File: config.mk
export PLATFORM = sky130hd
export DESIGN_NAME = seg_scan_ctrl
export DESIGN_NICKNAME = d
export VERILOG_FILES = /design/src/rtl/seg_pkg.sv /design/src/rtl/seg7_decode.sv /design/src/rtl/seg_scan_ctrl.sv
export SDC_FILE = /design/constraint.sdc
export NUM_CORES = 1
export LEC_CHECK = 0
export ABC_CLOCK_PERIOD_IN_PS = 3580
export CAP_MARGIN = 20
export CORE_MARGIN = 3
export CORE_UTILIZATION = 50
export DETAILED_ROUTE_END_ITERATION = 6
export PLACE_DENSITY_LB_ADDON = 0.3
export SYNTH_ARGS = -nofsm -noshare
export SYNTH_HDL_FRONTEND = slang
export SYNTH_HIERARCHICAL = 1
export SYNTH_SLANG_ARGS = --single-unit
File: constraint.sdc
create_clock -name clk -period 3.58 [get_ports clk]
set_input_delay 0.895 -clock clk [delete_from_list [all_inputs] [get_ports clk]]
set_output_delay 0.895 -clock clk [all_outputs]
set_load 0.03 [all_outputs]
File: src/rtl/seg_pkg.sv
// Shared definitions for the 7-segment display blocks.
// - seg_state_e : scan controller FSM states
// - SEG_*       : active-low {g..a} segment codes
// - SEG_TABLE   : nibble -> active-low segment code (hex glyphs 0..F)
// - WORD_BLANK  : HC595 word with every segment dark and no digit selected
package seg_pkg;

  typedef enum logic [1:0] {
    IDLE  = 2'd0,
    LATCH = 2'd1,
    DWELL = 2'd2
  } seg_state_e;

  localparam logic [6:0]  SEG_BLANK  = 7'h7F;
  localparam logic [6:0]  SEG_MINUS  = 7'h3F;
  localparam logic [15:0] WORD_BLANK = 16'hFF00;

  localparam logic [6:0] SEG_TABLE [16] = '{
    7'h40, 7'h79, 7'h24, 7'h30, 7'h19, 7'h12, 7'h02, 7'h78,
    7'h00, 7'h10, 7'h08, 7'h03, 7'h46, 7'h21, 7'h06, 7'h0E
  };

  function automatic logic [6:0] seg_lookup(input logic [3:0] nibble);
    return SEG_TABLE[nibble];
  endfunction

endpackage

File: src/rtl/seg7_decode.sv
// Combinational hex nibble to active-low 7-segment decoder.
// Ports:
//   nibble_i : value 0..F to display
//   seg_n_o  : {g,f,e,d,c,b,a}, 0 = segment lit
module seg7_decode
  import seg_pkg::*;
(
  input  logic [3:0] nibble_i,
  output logic [6:0] seg_n_o
);

  always_comb begin
    seg_n_o = seg_lookup(nibble_i);
  end

endmodule

File: src/rtl/seg_scan_ctrl.sv
// Time-multiplexed scan controller for a common-anode 7-segment display
// fed through a cascaded HC595 serial driver.
// Ports:
//   clk, rst     : clock, asynchronous active-high reset
//   en           : scan enable, 0 blanks the display
//   disp_data    : one nibble per digit, digit 0 in [3:0] (rightmost)
//   dp_mask      : 1 lights the decimal point of that digit
//   blank_mask   : 1 forces that digit blank
//   sign         : 1 shows '-' on the leftmost digit
//   hc_data      : {dp_n, g..a active-low, one-hot digit select}
//   hc_load      : one-cycle strobe telling the driver to ship hc_data
//   digit_idx    : digit currently shown
//   frame_done   : one-cycle pulse after the last digit's dwell
// Inputs are sampled only in the LATCH cycle, so a frame never mixes two snapshots.
module seg_scan_ctrl
  import seg_pkg::*;
#(
  parameter int unsigned NUM_DIG      = 6,
  parameter int unsigned DWELL_CYCLES = 50000,
  parameter int unsigned LZ_EN        = 1
) (
  input  logic                 clk,
  input  logic                 rst,
  input  logic                 en,
  input  logic [4*NUM_DIG-1:0] disp_data,
  input  logic [NUM_DIG-1:0]   dp_mask,
  input  logic [NUM_DIG-1:0]   blank_mask,
  input  logic                 sign,
  output logic [15:0]          hc_data,
  output logic                 hc_load,
  output logic [2:0]           digit_idx,
  output logic                 frame_done
);

  localparam int unsigned     CntW      = (DWELL_CYCLES > 1) ? $clog2(DWELL_CYCLES) : 1;
  localparam logic [CntW-1:0] CntReload = CntW'(DWELL_CYCLES - 1);
  localparam logic [2:0]      LastIdx   = 3'(NUM_DIG - 1);

  seg_state_e           state_q, state_d;
  logic [15:0]          hc_data_q, hc_data_d;
  logic                 hc_load_q, hc_load_d;
  logic [2:0]           digit_idx_q, digit_idx_d;
  logic                 frame_done_q, frame_done_d;
  logic [CntW-1:0]      cnt_q, cnt_d;
  logic [4*NUM_DIG-1:0] shadow_data_q, shadow_data_d;
  logic [NUM_DIG-1:0]   shadow_dp_q, shadow_dp_d;
  logic [NUM_DIG-1:0]   shadow_blank_q, shadow_blank_d;
  logic                 shadow_sign_q, shadow_sign_d;

  // Word generation. In LATCH the shadows are being loaded on this same edge,
  // so the first word of a frame is built straight from the inputs.
  logic [31:0] src_data;
  logic [7:0]  src_dp;
  logic [7:0]  src_blank;
  logic        src_sign;
  logic [2:0]  next_idx;
  logic [2:0]  word_idx;
  logic [3:0]  word_nib;
  logic [6:0]  dec_seg;
  logic [6:0]  word_seg;
  logic [7:0]  lz_mask;
  logic        zero_chain;
  logic [15:0] word;

  always_comb begin
    if (state_q == LATCH) begin
      src_data  = 32'(disp_data);
      src_dp    = 8'(dp_mask);
      src_blank = 8'(blank_mask);
      src_sign  = sign;
    end else begin
      src_data  = 32'(shadow_data_q);
      src_dp    = 8'(shadow_dp_q);
      src_blank = 8'(shadow_blank_q);
      src_sign  = shadow_sign_q;
    end
  end

  // Index of the word loaded on the next edge: 0 when starting a frame,
  // otherwise the digit after the current one.
  always_comb begin
    next_idx = (digit_idx_q == LastIdx) ? 3'd0 : digit_idx_q + 3'd1;
    word_idx = (state_q == DWELL) ? next_idx : 3'd0;
    word_nib = src_data[{word_idx, 2'b00} +: 4];
  end

  seg7_decode u_decode (
    .nibble_i (word_nib),
    .seg_n_o  (dec_seg)
  );

  // Leading-zero mask: walk down from the top digit while every nibble seen is
  // zero. The sign position is skipped so "-  5" still suppresses the gap.
  always_comb begin
    lz_mask    = '0;
    zero_chain = 1'b1;
    if (LZ_EN != 0) begin
      for (int i = int'(NUM_DIG) - 1; i >= 1; i--) begin
        if (!(src_sign && (i == int'(NUM_DIG) - 1))) begin
          zero_chain = zero_chain & (src_data[4*i +: 4] == 4'h0);
        end
        lz_mask[i] = zero_chain;
      end
    end
  end

  always_comb begin
    if (src_blank[word_idx]) begin
      word_seg = SEG_BLANK;
    end else if (src_sign && (word_idx == LastIdx)) begin
      word_seg = SEG_MINUS;
    end else if (lz_mask[word_idx]) begin
      word_seg = SEG_BLANK;
    end else begin
      word_seg = dec_seg;
    end
    // dp is independent of blanking so a blank digit can still carry a point
    word = {~src_dp[word_idx], word_seg, 8'd1 << word_idx};
  end

  // Next-state and registered-output logic.
  always_comb begin
    state_d        = state_q;
    hc_data_d      = hc_data_q;
    hc_load_d      = 1'b0;
    digit_idx_d    = digit_idx_q;
    frame_done_d   = 1'b0;
    cnt_d          = cnt_q;
    shadow_data_d  = shadow_data_q;
    shadow_dp_d    = shadow_dp_q;
    shadow_blank_d = shadow_blank_q;
    shadow_sign_d  = shadow_sign_q;

    if (!en) begin
      state_d     = IDLE;
      hc_data_d   = WORD_BLANK;
      digit_idx_d = 3'd0;
      cnt_d       = '0;
      // one strobe so the driver actually latches the blank word
      hc_load_d   = (state_q != IDLE);
    end else begin
      unique case (state_q)
        IDLE: begin
          hc_data_d = WORD_BLANK;
          state_d   = LATCH;
        end
        LATCH: begin
          shadow_data_d  = disp_data;
          shadow_dp_d    = dp_mask;
          shadow_blank_d = blank_mask;
          shadow_sign_d  = sign;
          digit_idx_d    = 3'd0;
          cnt_d          = CntReload;
          hc_data_d      = word;
          hc_load_d      = 1'b1;
          state_d        = DWELL;
        end
        DWELL: begin
          if (cnt_q == '0) begin
            if (digit_idx_q == LastIdx) begin
              frame_done_d = 1'b1;
              state_d      = LATCH;
            end else begin
              digit_idx_d = next_idx;
              cnt_d       = CntReload;
              hc_data_d   = word;
              hc_load_d   = 1'b1;
            end
          end else begin
            cnt_d = cnt_q - 1'b1;
          end
        end
        default: begin
          state_d   = IDLE;
          hc_data_d = WORD_BLANK;
        end
      endcase
    end
  end

  always_ff @(posedge clk or posedge rst) begin
    if (rst) begin
      state_q        <= IDLE;
      hc_data_q      <= WORD_BLANK;
      hc_load_q      <= 1'b0;
      digit_idx_q    <= 3'd0;
      frame_done_q   <= 1'b0;
      cnt_q          <= '0;
      shadow_data_q  <= '0;
      shadow_dp_q    <= '0;
      shadow_blank_q <= '0;
      shadow_sign_q  <= 1'b0;
    end else begin
      state_q        <= state_d;
      hc_data_q      <= hc_data_d;
      hc_load_q      <= hc_load_d;
      digit_idx_q    <= digit_idx_d;
      frame_done_q   <= frame_done_d;
      cnt_q          <= cnt_d;
      shadow_data_q  <= shadow_data_d;
      shadow_dp_q    <= shadow_dp_d;
      shadow_blank_q <= shadow_blank_d;
      shadow_sign_q  <= shadow_sign_d;
    end
  end

  assign hc_data    = hc_data_q;
  assign hc_load    = hc_load_q;
  assign digit_idx  = digit_idx_q;
  assign frame_done = frame_done_q;

endmodule
* Word-level counts from Yosys, hierarchy flattened
Memory sizes are Yosys's and may differ from the RTL's. Index checks and enable logic that the tools add are counted.
Storage, ports and cells: bits in registers 76, bits in latches 0, bits in writable memories 0, bits in read-only memories 112, input bits 40, output and inout port bits 21, logic and storage cells 88, memories 1
Memory list:
- (name not given) | words 16, width 7, rd ports 1, clocked after memory_dff 0, wr ports 0, RTL line seg_pkg.sv:24 | return SEG_TABLE[nibble];
Cells by class: add/subtract/negate cells 2, multiply operators 0, divide/modulo/power cells 0, magnitude comparators 2, eq/ne operators 9, shift operators 2, mux-type cells 42, bitwise gates (word level) 6, reductions and logical operators 14
Operators by type and width (count):
- 2-to-1 mux 16 bit | 6
- case mux 16 bit (2 select lines) | 2
- 2-to-1 mux 7 bit | 5
- variable part select 32 x 6 -> 4 bit | 1
- 2-to-1 mux 24 bit | 1
- zero test 4 bit | 5
- zero test 16 bit | 1
- subtractor 16 x 1 -> 16 bit (second input constant) | 1
- 2-to-1 mux 3 bit | 5
- 2-to-1 mux 1 bit | 12
- 2-to-1 mux 6 bit | 2
- binary-select mux 1 bit (select 3 bit) | 3
- AND reduction 2 bit | 4
- left shift 1 x 3 -> 8 bit (first input constant) | 1
- equality test 3 bit (second input constant) | 2
- 2-to-1 mux 2 bit | 3
- != test 3 x 2 -> 1 bit (second input constant) | 2
- case mux 2 bit (3 select lines) | 1
- case mux 3 bit (2 select lines) | 1
- greater-or-equal comparator 5 bit (second input constant) | 1
- NOT 4 -> 5 bit | 1
- bitwise AND 1 bit | 4
- less-than comparator 3 x 4 -> 1 bit (second input constant) | 1
- != test 4 bit (second input constant) | 1
- other kinds (11) | 11

* Depth between registers and ports, before layout
Gate-level depths: netlist (run 1).
word-level depth 17, depth in mapped cells 17, mapped depth without buffers 13

* Cells and area by module
The synthesis (run 1) kept the hierarchy.
Modules (own cells, without submodules):
- seg_scan_ctrl | instances 1, cells an instance 389, area each 4182.8 um^2, seq. area each 1911.8 um^2
- seg7_decode | instances 1, cells an instance 33, area each 269.0 um^2, seq. area each 0.0 um^2

* Worst setup path after synthesis (run 1)
No wires, ideal clock.
kind reg2reg, start point register state_q[1], end point register hc_data_q[14] (netlist: hc_data[14]), library setup time 0.102 ns, arrival time 3.499 ns, required time 3.478 ns, setup slack -0.020 ns, stages on the path, launching flop included 18, path buffers 4, clock period less this slack 3.600 ns, cell sequence dfrtp_1 > inv_1 > ha_1 > clkbuf_1 > clkbuf_1 > buf_2 > buf_2 > mux2i_1 > o22ai_1 > a21oi_1 > a21oi_1 > inv_1 > ha_1 > mux2i_1 > a21oi_1 > or3_1 > o221ai_1 > a31oi_1
On the way: elaborated cells between the ends (all ways) 37, those cells by class eq/ne (5); shift (1); mux (18); bitwise (5); reduce/logical (7); memory (1)
RTL lines:
- from (decl) | RTL line seg_scan_ctrl.sv:39 | seg_state_e state_q, state_d;
- from (signal assigned) | RTL line seg_scan_ctrl.sv:194 | state_q <= state_d;
- equality test 2 x 1 -> 1 bit or equality test 2 bit (tied branches) | RTL line seg_scan_ctrl.sv:66, seg_scan_ctrl.sv:83
- 2-to-1 mux 24 bit or 2-to-1 mux 3 bit (tied branches) | RTL line seg_scan_ctrl.sv:66, seg_scan_ctrl.sv:83
- variable part select 32 x 6 -> 4 bit (*) | RTL line seg_scan_ctrl.sv:84 | word_nib = src_data[{word_idx, 2'b00} +: 4];
- via word_nib[0] | RTL line seg_scan_ctrl.sv:58 | logic [3:0] word_nib;
- NOT 4 -> 5 bit (not written as such) (*) | RTL line seg_pkg.sv:24
- memory (16 x 7 bit) (*)
- 2-to-1 mux 7 bit (not written as such) (*) (2 in a row) | RTL line seg_pkg.sv:24
- via dec_seg[6] | RTL line seg_scan_ctrl.sv:59 | logic [6:0] dec_seg;
- 2-to-1 mux 7 bit (*) | RTL line seg_scan_ctrl.sv:112 | end else if (lz_mask[word_idx]) begin
- 2-to-1 mux 7 bit (*) | RTL line seg_scan_ctrl.sv:110 | end else if (src_sign && (word_idx == LastIdx)) begin
- 2-to-1 mux 7 bit (*) | RTL line seg_scan_ctrl.sv:108 | if (src_blank[word_idx]) begin
- 2-to-1 mux 16 bit | RTL line seg_scan_ctrl.sv:160 | if (digit_idx_q == LastIdx) begin
- 2-to-1 mux 16 bit | RTL line seg_scan_ctrl.sv:159 | if (cnt_q == '0) begin
- case mux 16 bit (2 select lines) (*) | RTL line seg_scan_ctrl.sv:142 | unique case (state_q)
- 2-to-1 mux 16 bit (*) | RTL line seg_scan_ctrl.sv:134 | if (!en) begin
- to (signal assigned) | RTL line seg_scan_ctrl.sv:195 | hc_data_q <= hc_data_d;
- to (decl) | RTL line seg_scan_ctrl.sv:40 | logic [15:0] hc_data_q, hc_data_d;
Mark *: on every way through the listed nets, which the timed path passes. The rest lies on a longest branch. The select of a mux whose other input is x is not followed. A chain may end at the register's enable or synchronous reset.

* Worst setup path after layout (run 1)
Ends and elaborated chain as after synthesis.

==> results.cfg, run 1 <==
[cts]
clock_sinks = 76
worstSkewPairLatency_ns = 0.35
clock_path_buffers = 2
h-tree-depth = 3
cts_made_buffers = 9
path_clk_slew_ns = 0.08
clockRootBuffer = clkbuf_8
cts_resized = 0
cts_hold_buf = 0
cts_tree = yes
postCtsSetupRepairBufs = 0

[run_status]
status = completed

[synthesis]
synth-edff-count = 0
async_flop_share_pct = 100
synth_flop_cell = dfrtp_1
synth_cell_types = 54
synth_seq_cells = 76
synth-seq-area-share_pct = 42.9
syn-mean-instance-area_um2 = 10.5
synth_area_mm2 = 0.00445
syn-instance-count = 422
synth_fp_nets = 475
ys_warn_count = 6

[power_and_ir_drop]
vdd_drop_max_mv = 0.289
leakagePower_nw = 2.25
p_per_area_mw_per_mm2 = 648

[setup_path]
end_kind = flip-flop
startpoint_type = flip-flop
path_max_fanout = 27
ff2ff_setup_slack_ns = 0.36
r2r-end = hc_data[14]$_DFFE_PP1P_
cp.depth = 14
startpoint = state_q[1]$_DFFE_PP0P_
critPathKind = flip-flop to flip-flop
cp.arrival_ns = 3.48
path_delay_family = adder cells
rr_worst_depth = 14
path_cells = inv_1 > ha_2 > buf_12 > mux2i_1 > o22ai_1 > nor2_1 > a21oi_2 > inv_1 > ha_1 > mux2i_1 > a21oi_1 > or3_1 > o221ai_1 > a31oi_1
endpoint = hc_data[14]$_DFFE_PP1P_
max_stage_delay_ns = 0.51
rr_startpoint = state_q[1]$_DFFE_PP0P_
cp.buffers_inverters = 3
crit_slowest_cell = ha_2
crit_required_ns = 3.84

[route]
drc = 0
routed.top_layer = met4
drt_iter0_drc = 219
avgViaCountPerCell = 6.01
wl_met2_um = 4900
vias = 3593
met1_length_um = 4850
routed_wl_um = 10600
first_pass_iters = 5
wire_per_inst_um = 17.7
drtAntennaViolNets = 0
wl_met3_um = 683

[sta]
fin_crit_sh_pct = 89.8
fin_ws_ns = 0.365
relSlewSlack_pct = 51.3
fin_tns_setup_ns = 0
max_freq_ghz = 0.311
min_period_ns = 3.22
setup_viol = 0
rsz0062_at_grt = false
tightestPinTransition_ns = 0.730
hold_viol_final = 0
finalMaxSlewViolations = 0
finClkSkew_ns = 0.0106

[global_routing]
grt_pass1_vias = 3585
overflow = 0
grt_pass1_wl_um = 17500
grt_max_degree = 38
antenna_found_initial = 0
track_usage_pct = 21.9

[layout]
nFillCells = 732
multi_input_area_mm2 = 0.00239
layout_common_cells = dfrtp_1, clkdlybuf4s50_1, mux2_2
final_common_cell = dfrtp_1
drive_gt1_share_pct = 22.5
syn_to_final_growth_pct = 23.5
regArea_mm2 = 0.00191
antennaDiodeCount = 0
nets = 541

[die]
num_rows = 33
die_width_um = 100
io_pins = 61
fp.coreArea_mm2 = 0.00842
dieArea_mm2 = 0.0101
floorplan.initialDensity_pct = 52.9
die_h_um = 100

[placement]
port_buffers = 60
pre_cts_ws_ns = 0.178
gp_congestion = 0.901
dp_hpwl_um = 7830

[flow_run]
max_cap_viol_count = 0

[worst_hold_path]
hold_path.class = flip-flop to flip-flop
==> logic make-up after synthesis <==
kind of cell | after synthesis | synth area share (%)
multiplexers | 78 | 20.7
AND/OR/NAND/NOR | 120 | 14.1
XOR/XNOR | 7 | 1.38
flip-flops | 76 | 42.9
adder cells (fa/ha/maj) | 13 | 3.65
buffers and inverters | 38 | 3.51
AO/OA/AOI/OAI | 90 | 13.7
==> flip-flops by register name (all words and copies together), names as in the netlist <==
| name | cells |
|---|---|
| digit_idx | 3 |
| hc_data | 16 |
| cnt_q | 16 |
| frame_done | 1 |
| shadow_sign_q | 1 |
| hc_load | 1 |
| state_q | 2 |
| shadow_blank_q | 6 |
| shadow_data_q | 24 |
| shadow_dp_q | 6 |
==> area by class of cell <==
cell class | count | share of cell area [%]
repair buffers | 80 | 14.1
clock buffers | 10 | 2.32
well taps | 105 | 2.39
clock inverters | 6 | 2.03
flip-flops and latches | 76 | 34.8
multi-input cells | 308 | 43.5
inverters | 13 | 0.888
==> worst reg2reg max path, delay by kind of cell (launching register included) <==
kind	cells	cell delay, ns
AND/OR/NAND/NOR	2	0.45
buffers and inverters	3	0.55
flip-flops	1	0.41
AO/OA/AOI/OAI	5	0.71
adder cells (fa/ha/maj)	2	0.76
multiplexers	2	0.26
==> power breakdown <==
part | switching [mW] | internal, mW | total (mW)
clock | 0.332 | 0.465 | 0.797
combinational | 0.714 | 0.738 | 1.45
sequential | 0.185 | 1.13 | 1.31
total | 1.23 | 2.33 | 3.56
==> synth_stat cells (2+ instances only) <==
cell,count,area share [%]
dfrtp_1,68,38
mux2_2,44,11
nor2_1,31,2.6
mux2i_1,27,6.1
a21oi_1,26,2.9
nand2_1,25,2.1
clkbuf_1,19,1.6
ha_1,13,3.7
inv_1,13,1.1
nand3_1,10,1.1
o21ai_0,10,1.1
o22ai_1,10,1.4
nor3_1,9,1.0
dfstp_2,8,4.7
mux4_2,7,3.5
o22a_1,7,1.4
xnor2_1,7,1.4
o31ai_1,6,1.0
or3_1,6,0.84
buf_2,5,0.56
a211oi_1,4,0.67
and2_1,4,0.56
nor2b_1,4,0.56
nor4_1,4,0.56
o211a_1,4,0.90
or2_2,4,0.56
nand2b_1,3,0.42
nand3b_1,3,0.51
nand4_1,3,0.42
o21ai_1,3,0.34
o221a_2,3,0.76
or4_1,3,0.51
or4_4,3,0.76
a22oi_1,2,0.34
a31oi_1,2,0.28
a32o_1,2,0.45
and3b_1,2,0.39
o211ai_1,2,0.34
==> per-stage QoR <==
stage               util, %  instances  hold slack, ns  instance area (µm²)  power, mW
floorplan                 -        422           0.474                 4460       2.36
detailed placement     62.4        582           0.476                 5260       2.77
global placement       62.4        582           0.468                 5260       2.70
finish                 65.3        598           0.487                 5500       3.56
global route           65.3        598           0.530                 5500       3.79
CTS                    65.3        598           0.494                 5500       3.56
==> layer usage <==
layer | vias up | track usage (%)
met2 | 129 | 34.2
met1 | 1760 | 30.7
met3 | 14 | 4.03
li1 | 1690 | -
met5 | - | 0
met4 | 0 | 7.36
==> worst min-delay path by stage <==
stage	startpoint	end	slack (ns)	depth (start not counted)
after floorplan	shadow_blank_q[3]$_DFFE_PP0P_	shadow_blank_q[3]$_DFFE_PP0P_	0.47	1
after global placement	hc_data[0]$_DFFE_PP0P_	hc_data[0]$_DFFE_PP0P_	0.47	2
after detailed placement	hc_data[6]$_DFFE_PP0P_	hc_data[6]$_DFFE_PP0P_	0.48	1
after CTS	hc_data[0]$_DFFE_PP0P_	hc_data[0]$_DFFE_PP0P_	0.49	2
after global routing	shadow_blank_q[4]$_DFFE_PP0P_	shadow_blank_q[4]$_DFFE_PP0P_	0.53	1
final	hc_data[0]$_DFFE_PP0P_	hc_data[0]$_DFFE_PP0P_	0.49	2
Note: power is estimated with default switching activity, not from simulation.
==> run 2: changes to the inputs <==
--- a/config.mk
+++ b/config.mk
@@ -6,7 +6,7 @@
 export NUM_CORES = 1
 export LEC_CHECK = 0
 export ABC_CLOCK_PERIOD_IN_PS = 3580
-export CAP_MARGIN = 20
+export CAP_MARGIN = 25
 export CORE_MARGIN = 3
 export CORE_UTILIZATION = 50
 export DETAILED_ROUTE_END_ITERATION = 6
==> results of run 2 <==
No change in the layout: final DEF, timing and power equal those of run 1.
==> run 3: changes to the inputs <==
--- a/config.mk
+++ b/config.mk
@@ -5,10 +5,11 @@
 export SDC_FILE = /design/constraint.sdc
 export NUM_CORES = 1
 export LEC_CHECK = 0
-export ABC_CLOCK_PERIOD_IN_PS = 3580
+export ABC_CLOCK_PERIOD_IN_PS = 3400
 export CAP_MARGIN = 25
 export CORE_MARGIN = 3
-export CORE_UTILIZATION = 50
+export CORE_UTILIZATION = 55
+export CTS_CLUSTER_SIZE = 12
 export DETAILED_ROUTE_END_ITERATION = 6
 export PLACE_DENSITY_LB_ADDON = 0.3
 export SYNTH_ARGS = -nofsm -noshare
==> constraint.sdc (replaced) <==
create_clock -name clk -period 3.4 [get_ports clk]
set_input_delay 0.85 -clock clk [delete_from_list [all_inputs] [get_ports clk]]
set_output_delay 0.85 -clock clk [all_outputs]
set_load 0.03 [all_outputs]
==> results.cfg, run 3 (synthesis gave the netlist of run 1 again) <==
[power_and_ir_drop]
totalPowerFinal_mw = 3.68
vdd_drop_max_mv = 0.468
leakagePower_nw = 2.25
p_per_area_mw_per_mm2 = 672

[die]
fp.coreArea_mm2 = 0.00781
die_h_um = 96.0
num_rows = 32
io_pins = 61
floorplan.initialDensity_pct = 57.0
dieArea_mm2 = 0.00921
die_width_um = 96.0

[route]
drc = 0
wire_per_inst_um = 17.9
drt_iter0_drc = 234
vias = 3640
routed_wl_um = 10700
drtAntennaViolNets = 0
first_pass_iters = 4
avgViaCountPerCell = 6.09

[layout]
regMostFlops = shadow_data_q
nets = 544
largest_reg_flops = 24
final_core_util_pct = 70.2
drive_gt1_share_pct = 22.6
stdcell_count = 598
fin_area_mm2 = 0.00548
layout_common_cells = dfrtp_1, clkdlybuf4s50_1, mux2_2
syn_to_final_growth_pct = 23.2
final_common_cell = dfrtp_1
antennaDiodeCount = 0
nFillCells = 562

[global_routing]
grt_pass1_wl_um = 17600
grt_max_degree = 77
met1_usage_pct = 34.5
track_usage_pct = 25.0
grt_util_met2_pct = 39.0
antenna_found_initial = 0
grt.busiest_layer = met2
grt_pass1_vias = 3606
overflow = 0
grt.met3_usage_pct = 4.22

[cts]
cts_made_buffers = 9
clock_path_buffers = 2
clockRootBuffer = clkbuf_8
clock_sinks = 76
h-tree-depth = 3
path_clk_slew_ns = 0.08
cts_tree = yes
worstSkewPairLatency_ns = 0.36

[setup_path]
crit_required_ns = 3.68
cp.buffers_inverters = 2
critPathKind = flip-flop to flip-flop
ff2ff_setup_slack_ns = 0.19
rr_startpoint = state_q[0]$_DFFE_PP0P_
r2r-end = hc_data[14]$_DFFE_PP1P_
end_kind = flip-flop
path_max_fanout = 16
path_delay_family = compound AO/OA/AOI/OAI gates
crit_slowest_cell = dfrtp_1
max_stage_delay_ns = 0.44
cp.arrival_ns = 3.48
path_cells = inv_1 > ha_2 > nand3b_1 > o22ai_1 > a21oi_1 > a21oi_2 > inv_1 > ha_1 > mux2i_1 > a21oi_1 > or3_1 > o221ai_1 > a31oi_1
rr_worst_depth = 13
startpoint_type = flip-flop

[sta]
fin_tns_setup_ns = 0
finalMaxSlewViolations = 0
min_period_ns = 3.21
tightestPinTransition_ns = 0.868
fin_crit_sh_pct = 94.3
relSlewSlack_pct = 42.0
setup_viol = 0
rsz0062_at_grt = false
max_freq_ghz = 0.312
hold_viol_final = 0
finClkSkew_ns = 0.0111

[placement]
port_buffers = 60
dpl-instance-area_mm2 = 0.00527
dp_hpwl_um = 7620
gp_congestion = 0.863
placed_cells = 582

[worst_hold_path]
holdPathEnd = hc_data[1]$_DFFE_PP0P_
hold_path.class = flip-flop to flip-flop
holdPathStages = 2
holdCritStartpoint = hc_data[1]$_DFFE_PP0P_

[run_status]
status = completed

[flow_run]
max_cap_viol_count = 0
-- run 3: cell count changes in the layout (fill, tap and decap cells not counted) --
cell        change
clkinvlp_4      -1
ha_4            +1
clkinv_2        -1
ha_1            -1
bufinv_16       -1
inv_6           -1
buf_12          -1
a21oi_2         +1
buf_4           +4
clkbuf_1        +4
a21oi_1         -1
-- run 3: layout make-up --
type / count / area [µm²] / area share (%)
sequential: 76 / 1910 / 34.9
inverter: 13 / 48.8 / 0.890
tap: 102 / 128 / 2.33
multi-input combinational: 308 / 2410 / 43.9
timing repair buffer: 83 / 786 / 14.3
clock buffer: 14 / 143 / 2.60
clock inverter: 2 / 60.1 / 1.10
-- run 3: where the power goes --
| group | total [mW] | leakage, nW | internal, mW | switching, mW |
|---|---|---|---|---|
| Combinational | 1.55 | 1.21 | 0.782 | 0.770 |
| Sequential | 1.39 | 0.937 | 1.19 | 0.198 |
| Clock | 0.746 | 0.0989 | 0.416 | 0.330 |
-- run 3: tightest hold or removal path: stages, from the launching register on --
cell and delay, ns:
dfrtp_1 0.34, nand2_1 0.05, o31ai_1 0.05
-- run 3: metal layers --
metal | vias to the layer above | share of wire [%]
met2 | 112 | 48
met4 | 0 | 2.4
li1 | 1695 | -
met5 | - | 0
met3 | 23 | 5.0
met1 | 1810 | 45
-- run 3: stage by stage --
stage                     hold WS (ns)  setup slack [ns]
after floorplan                  0.474            0.0415
after global placement           0.460             0.119
after detailed placement         0.475            0.0724
after CTS                        0.492             0.109
after global routing             0.513            0.0157
final                            0.483             0.194
-- run 3: how the worst max path moves through the flow --
stage | startpoint | to | cells after the start
finish | state_q[0]$_DFFE_PP0P_ | hc_data[14]$_DFFE_PP1P_ | 13
global route | state_q[0]$_DFFE_PP0P_ | hc_data[14]$_DFFE_PP1P_ | 13
floorplan | state_q[1]$_DFFE_PP0P_ | hc_data[14]$_DFFE_PP1P_ | 17
detailed placement | disp_data[12] | hc_data[14]$_DFFE_PP1P_ | 10
CTS | state_q[0]$_DFFE_PP0P_ | hc_data[14]$_DFFE_PP1P_ | 13
global placement | disp_data[12] | hc_data[14]$_DFFE_PP1P_ | 10
-- run 3: timing repair --
| action | in CTS | in global routing |
|---|---|---|
| hold buffers | 0 | 0 |
| buffers inserted | 0 | 0 |
| endpoints found under the setup margin | 0 | 2 |
| gates resized for setup | 0 | 2 |
